**src/rtl/encoder83_seq.sv**
```systemverilog
// Sequential 8-to-3 priority encoder with a pending-request register and a valid/ready output handshake.
// Latency: a load seen at one edge is presented after that edge. With ready high, one code is accepted per cycle.
module encoder83_seq #(
  parameter int LOW_FIRST = 0
) (
  input  logic       clk,
  input  logic       rst_n,
  input  logic [7:0] data_in,
  input  logic       load,
  input  logic       ready,
  output logic [2:0] result,
  output logic       valid,
  output logic [3:0] pend_cnt,
  output logic       collide
);

  typedef enum logic {IDLE, PRESENT} state_t;

  state_t     state_q, state_d;
  logic [7:0] pend_q, pend_d;
  logic [2:0] result_q, result_d;
  logic [3:0] cnt_q, cnt_d;
  logic       collide_q, collide_d;

  logic       handshake;
  logic [7:0] accept_mask;
  logic [7:0] load_vec;

  function automatic logic [2:0] prio(input logic [7:0] v);
    logic [2:0] idx;
    idx = 3'd0;
    if (LOW_FIRST != 0) begin
      for (int i = 7; i >= 0; i--) if (v[i]) idx = 3'(i);
    end else begin
      for (int i = 0; i < 8; i++) if (v[i]) idx = 3'(i);
    end
    return idx;
  endfunction

  function automatic logic [3:0] popcount(input logic [7:0] v);
    logic [3:0] n;
    n = 4'd0;
    for (int i = 0; i < 8; i++) n = n + {3'd0, v[i]};
    return n;
  endfunction

  always_comb begin
    handshake   = (state_q == PRESENT) && ready;
    accept_mask = handshake ? (8'b1 << result_q) : 8'h00;
    load_vec    = load ? data_in : 8'h00;
    // A bit reloaded on the edge it is accepted stays pending and is not a collision.
    pend_d      = (pend_q & ~accept_mask) | load_vec;
    collide_d   = |(load_vec & pend_q & ~accept_mask);
    cnt_d       = popcount(pend_d);
  end

  always_comb begin
    state_d  = state_q;
    result_d = result_q;
    case (state_q)
      IDLE: begin
        if (pend_d != 8'h00) begin
          state_d  = PRESENT;
          result_d = prio(pend_d);
        end
      end
      PRESENT: begin
        // Without a handshake the presented code is frozen, even if higher-priority bits arrive.
        if (handshake) begin
          if (pend_d != 8'h00) begin
            result_d = prio(pend_d);
          end else begin
            state_d = IDLE;
          end
        end
      end
      default: state_d = IDLE;
    endcase
  end

  always_ff @(posedge clk or negedge rst_n) begin
    if (!rst_n) begin
      state_q   <= IDLE;
      pend_q    <= 8'h00;
      result_q  <= 3'd0;
      cnt_q     <= 4'd0;
      collide_q <= 1'b0;
    end else begin
      state_q   <= state_d;
      pend_q    <= pend_d;
      result_q  <= result_d;
      cnt_q     <= cnt_d;
      collide_q <= collide_d;
    end
  end

  assign result   = result_q;
  assign valid    = (state_q == PRESENT);
  assign pend_cnt = cnt_q;
  assign collide  = collide_q;

endmodule

```
**config.mk**
```make
export PLATFORM = sky130hd
export DESIGN_NAME = encoder83_seq
export DESIGN_NICKNAME = d
export VERILOG_FILES = /design/src/rtl/encoder83_seq.sv
export SDC_FILE = /design/constraint.sdc
export NUM_CORES = 1
export LEC_CHECK = 0
export CORE_MARGIN = 4
export CORE_UTILIZATION = 51
export DETAILED_ROUTE_END_ITERATION = 8
export GPL_ROUTABILITY_DRIVEN = 0
export GPL_TIMING_DRIVEN = 0
export PLACE_DENSITY_LB_ADDON = 0.05
export SETUP_SLACK_MARGIN = 0.02
export SKIP_LAST_GASP = 1
export SLEW_MARGIN = 0
export SYNTH_ARGS = -nofsm -noshare
export SYNTH_HDL_FRONTEND = slang
export SYNTH_SLANG_ARGS = --single-unit
```
**constraint.sdc**
```tcl
create_clock -name clk -period 4.1 [get_ports clk]
set_clock_uncertainty 0.1 [all_clocks]
set_input_delay 0.82 -clock clk [delete_from_list [all_inputs] [get_ports clk]]
set_output_delay 0.82 -clock clk [all_outputs]
set_load 0.02 [all_outputs]
```
==> impl_metrics.ini <==
[clock_network]
tritoncts = built
cts_sinks = 17
clk_latency_ns = 0.29
cts_buffers = 3
root_buffer = clkbuf_4
cts.clk_slew.worst_paths_ns = 0.10
ctsHtreeMaxLevel = 1
cts_hold_buf = 0
clk_path_buf_depth = 2

[sta]
hold_viol_final = 0
fin_ws_ns = 0.209
worst_slew_pin_slew_ns = 0.780
period_minus_slack_ns = 3.89
fin_crit_sh = 0.949
rsz0062_at_grt = no
clock.fmax_ghz = 0.257
setup_violations = 0
tns_ns = 0
slew_headroom = 0.478
slew_viol_final = 0

[critical_path]
worst-path-buf-inv = 5
ff2ff_setup_slack_ns = 0.31
worstPathCellList = clkdlybuf4s50_1 -> and2_1 -> or2_4 -> fa_1 -> fa_1 -> inv_1 -> fa_1 -> inv_2 -> ha_2 -> inv_1 -> fa_1 -> inv_1
critPathMaxStageDelay_ns = 0.49
worstPathMaxFanout = 3
cp.required_ns = 4.20
cp-start-kind = input pin
cpMostUsedCell = fa_1
crit_family = adder cells
slowest_stage = fa_1
critPathCaptureType = flop
worstPathArrival_ns = 3.99
worst-setup-path-type = in2reg

[status]
status = completed

[logic_synthesis]
synth_top_area_cell = dfrtp_1
synthArstFlopShare = 1.00
ys_ff_latch = 17
synth_ff_type = dfrtp_1
synth_top_area_frac = 0.379
synth-edff-count = 0
postSynthCellCount = 107
yosys_warnings = 0
syn_area_um2 = 1120
syn-mean-instance-area_um2 = 10.5
yosysSeqAreaShare = 0.379
yosysMostFrequentCell = dfrtp_1
syn-num-nets = 127
ys_top_cells_by_area = dfrtp_1, fa_1, inv_1
yosys-top-cells-count = dfrtp_1, inv_1, nand2_1
synth_cell_type_count = 44

[floorplanning]
core-area_um2 = 2020
die_h_um = 54.9
initial_core_util = 0.554
dieWidth_um = 54.9
rows = 16
io_pins = 21
dieArea_um2 = 3010

[final_layout]
drive_above_1_share = 0.216
multi_input_area_um2 = 637
syn_to_final_growth_pct = 31.7
fin_area_um2 = 1480
seq_area_um2 = 425
diodes = 0
final_cells = 166
fillerInstances = 150
finish.utilization = 0.730
nNetsFinal = 160

[detailed_routing]
drcViolationCount = 0
first_pass_iters = 5
vias_per_cell = 5.61
vias = 931
wl_per_cell_um = 15.5
wl_um = 2570
drt_iter0_markers = 34
final_antenna_net_count = 0

[global_routing]
antenna_found_initial = 0
grt_pass1_wl_um = 4310
gr-total-overflow = 0
grt_pass1_vias = 927
grt_usage = 0.205
grt_max_degree = 18

[place]
dp_slack_ns = -0.702
portBuffers = 20
dp_cells = 154
place_area_um2 = 1360
dpl.hpwl_um = 1880

[power]
power_density_nw_per_um2 = 464
vdd_ir_drop_max_v = 0.000376
p_leak_nw = 0.629

[run]
cap_violations = 0

[worst_hold_path]
hold_class = reg2reg
## metal layers
metal,vias to the layer above,share of wire,global-route usage
li1,438,-,-
met1,456,0.42,0.253
met2,33,0.51,0.341
met3,4,0.056,0.0409
met4,0,0.014,0.0913
met5,-,0,0
## worst paths after layout
path / start / to / depth (start not counted)
worst max-delay path: data_in[1] / pend_cnt[1] / 12
worst min-delay path: pend_q[2] / pend_q[2] / 2
worst max register to register: result[2] / pend_cnt[1] / 13
worst min register to register: pend_q[2] / pend_q[2] / 2
max in group asynchronous: rst_n / collide / 1
min in group asynchronous: rst_n / result[2] / 1
## timing repair
item,in CTS,in global routing
endpoints found under the setup margin,4,2
pin swaps,2,4
buffers inserted,5,3
hold endpoints to repair,0,0
resized for setup,8,7
## per-stage QoR
stage	hold WS [ns]	total power, W
global placement	0.475	0.000568
global route	0.545	0.000745
finish	0.520	0.000686
floorplan	0.424	0.000464
CTS	0.503	0.000681
detailed placement	0.474	0.000575
## sequential cells by signal, summed over array words and instances, names as in the netlist
register and cells:
pend_cnt 4, valid 1, collide 1, result 3
pend_q 8
## worst register-to-register path: stages (launching register included)
cell	delay (ns)
dfrtp_1	0.44
nand3b_1	0.26
buf_4	0.19
o21a_1	0.19
or2_4	0.25
fa_1	0.49
fa_1	0.49
inv_1	0.05
fa_1	0.44
inv_2	0.07
ha_2	0.17
inv_1	0.05
fa_1	0.47
inv_1	0.04
## power breakdown
part	switching (W)	internal (W)	total [W]	leakage, nW
clock network	0.0000535	0.0000379	0.0000914	0.0150
logic	0.000196	0.000170	0.000366	0.439
registers	0.0000197	0.000209	0.000229	0.174
total	0.000269	0.000417	0.000686	0.629
## layout by cell type, fill, tap and decap left out, types with 2 or more instances in the layout
cell / n
buf_4: 8
nand2_1: 14
a31oi_1: 2
inv_1: 14
ha_1: 3
a21oi_1: 3
clkbuf_4: 3
o21a_1: 6
fa_1: 4
inv_2: 2
buf_6: 2
clkdlybuf4s50_1: 18
dfrtp_1: 17
o21ai_1: 2
nand2b_1: 3
## cells by family (layout without fill, tap and decap cells)
| family | count (synthesis) | in the layout | share of synthesized area |
|---|---|---|---|
| flops | 17 | 17 | 0.379 |
| simple gates | 26 | 26 | 0.141 |
| buf+inv | 19 | 51 | 0.0770 |
| fa+ha+maj | 8 | 8 | 0.116 |
| compound gates | 35 | 35 | 0.270 |
| mux | 1 | 1 | 0.00893 |
| xor+xnor | 1 | 1 | 0.00781 |
## final cells by class
type / count / share of cell area
inverters: 16 / 0.0407
repair buffers: 28 / 0.175
multi-input cells: 71 / 0.431
well taps: 27 / 0.0229
plain buffers: 3 / 0.0246
clock buffers: 4 / 0.0178
flip-flops and latches: 17 / 0.288
Note: power is estimated with default switching activity, not from simulation.
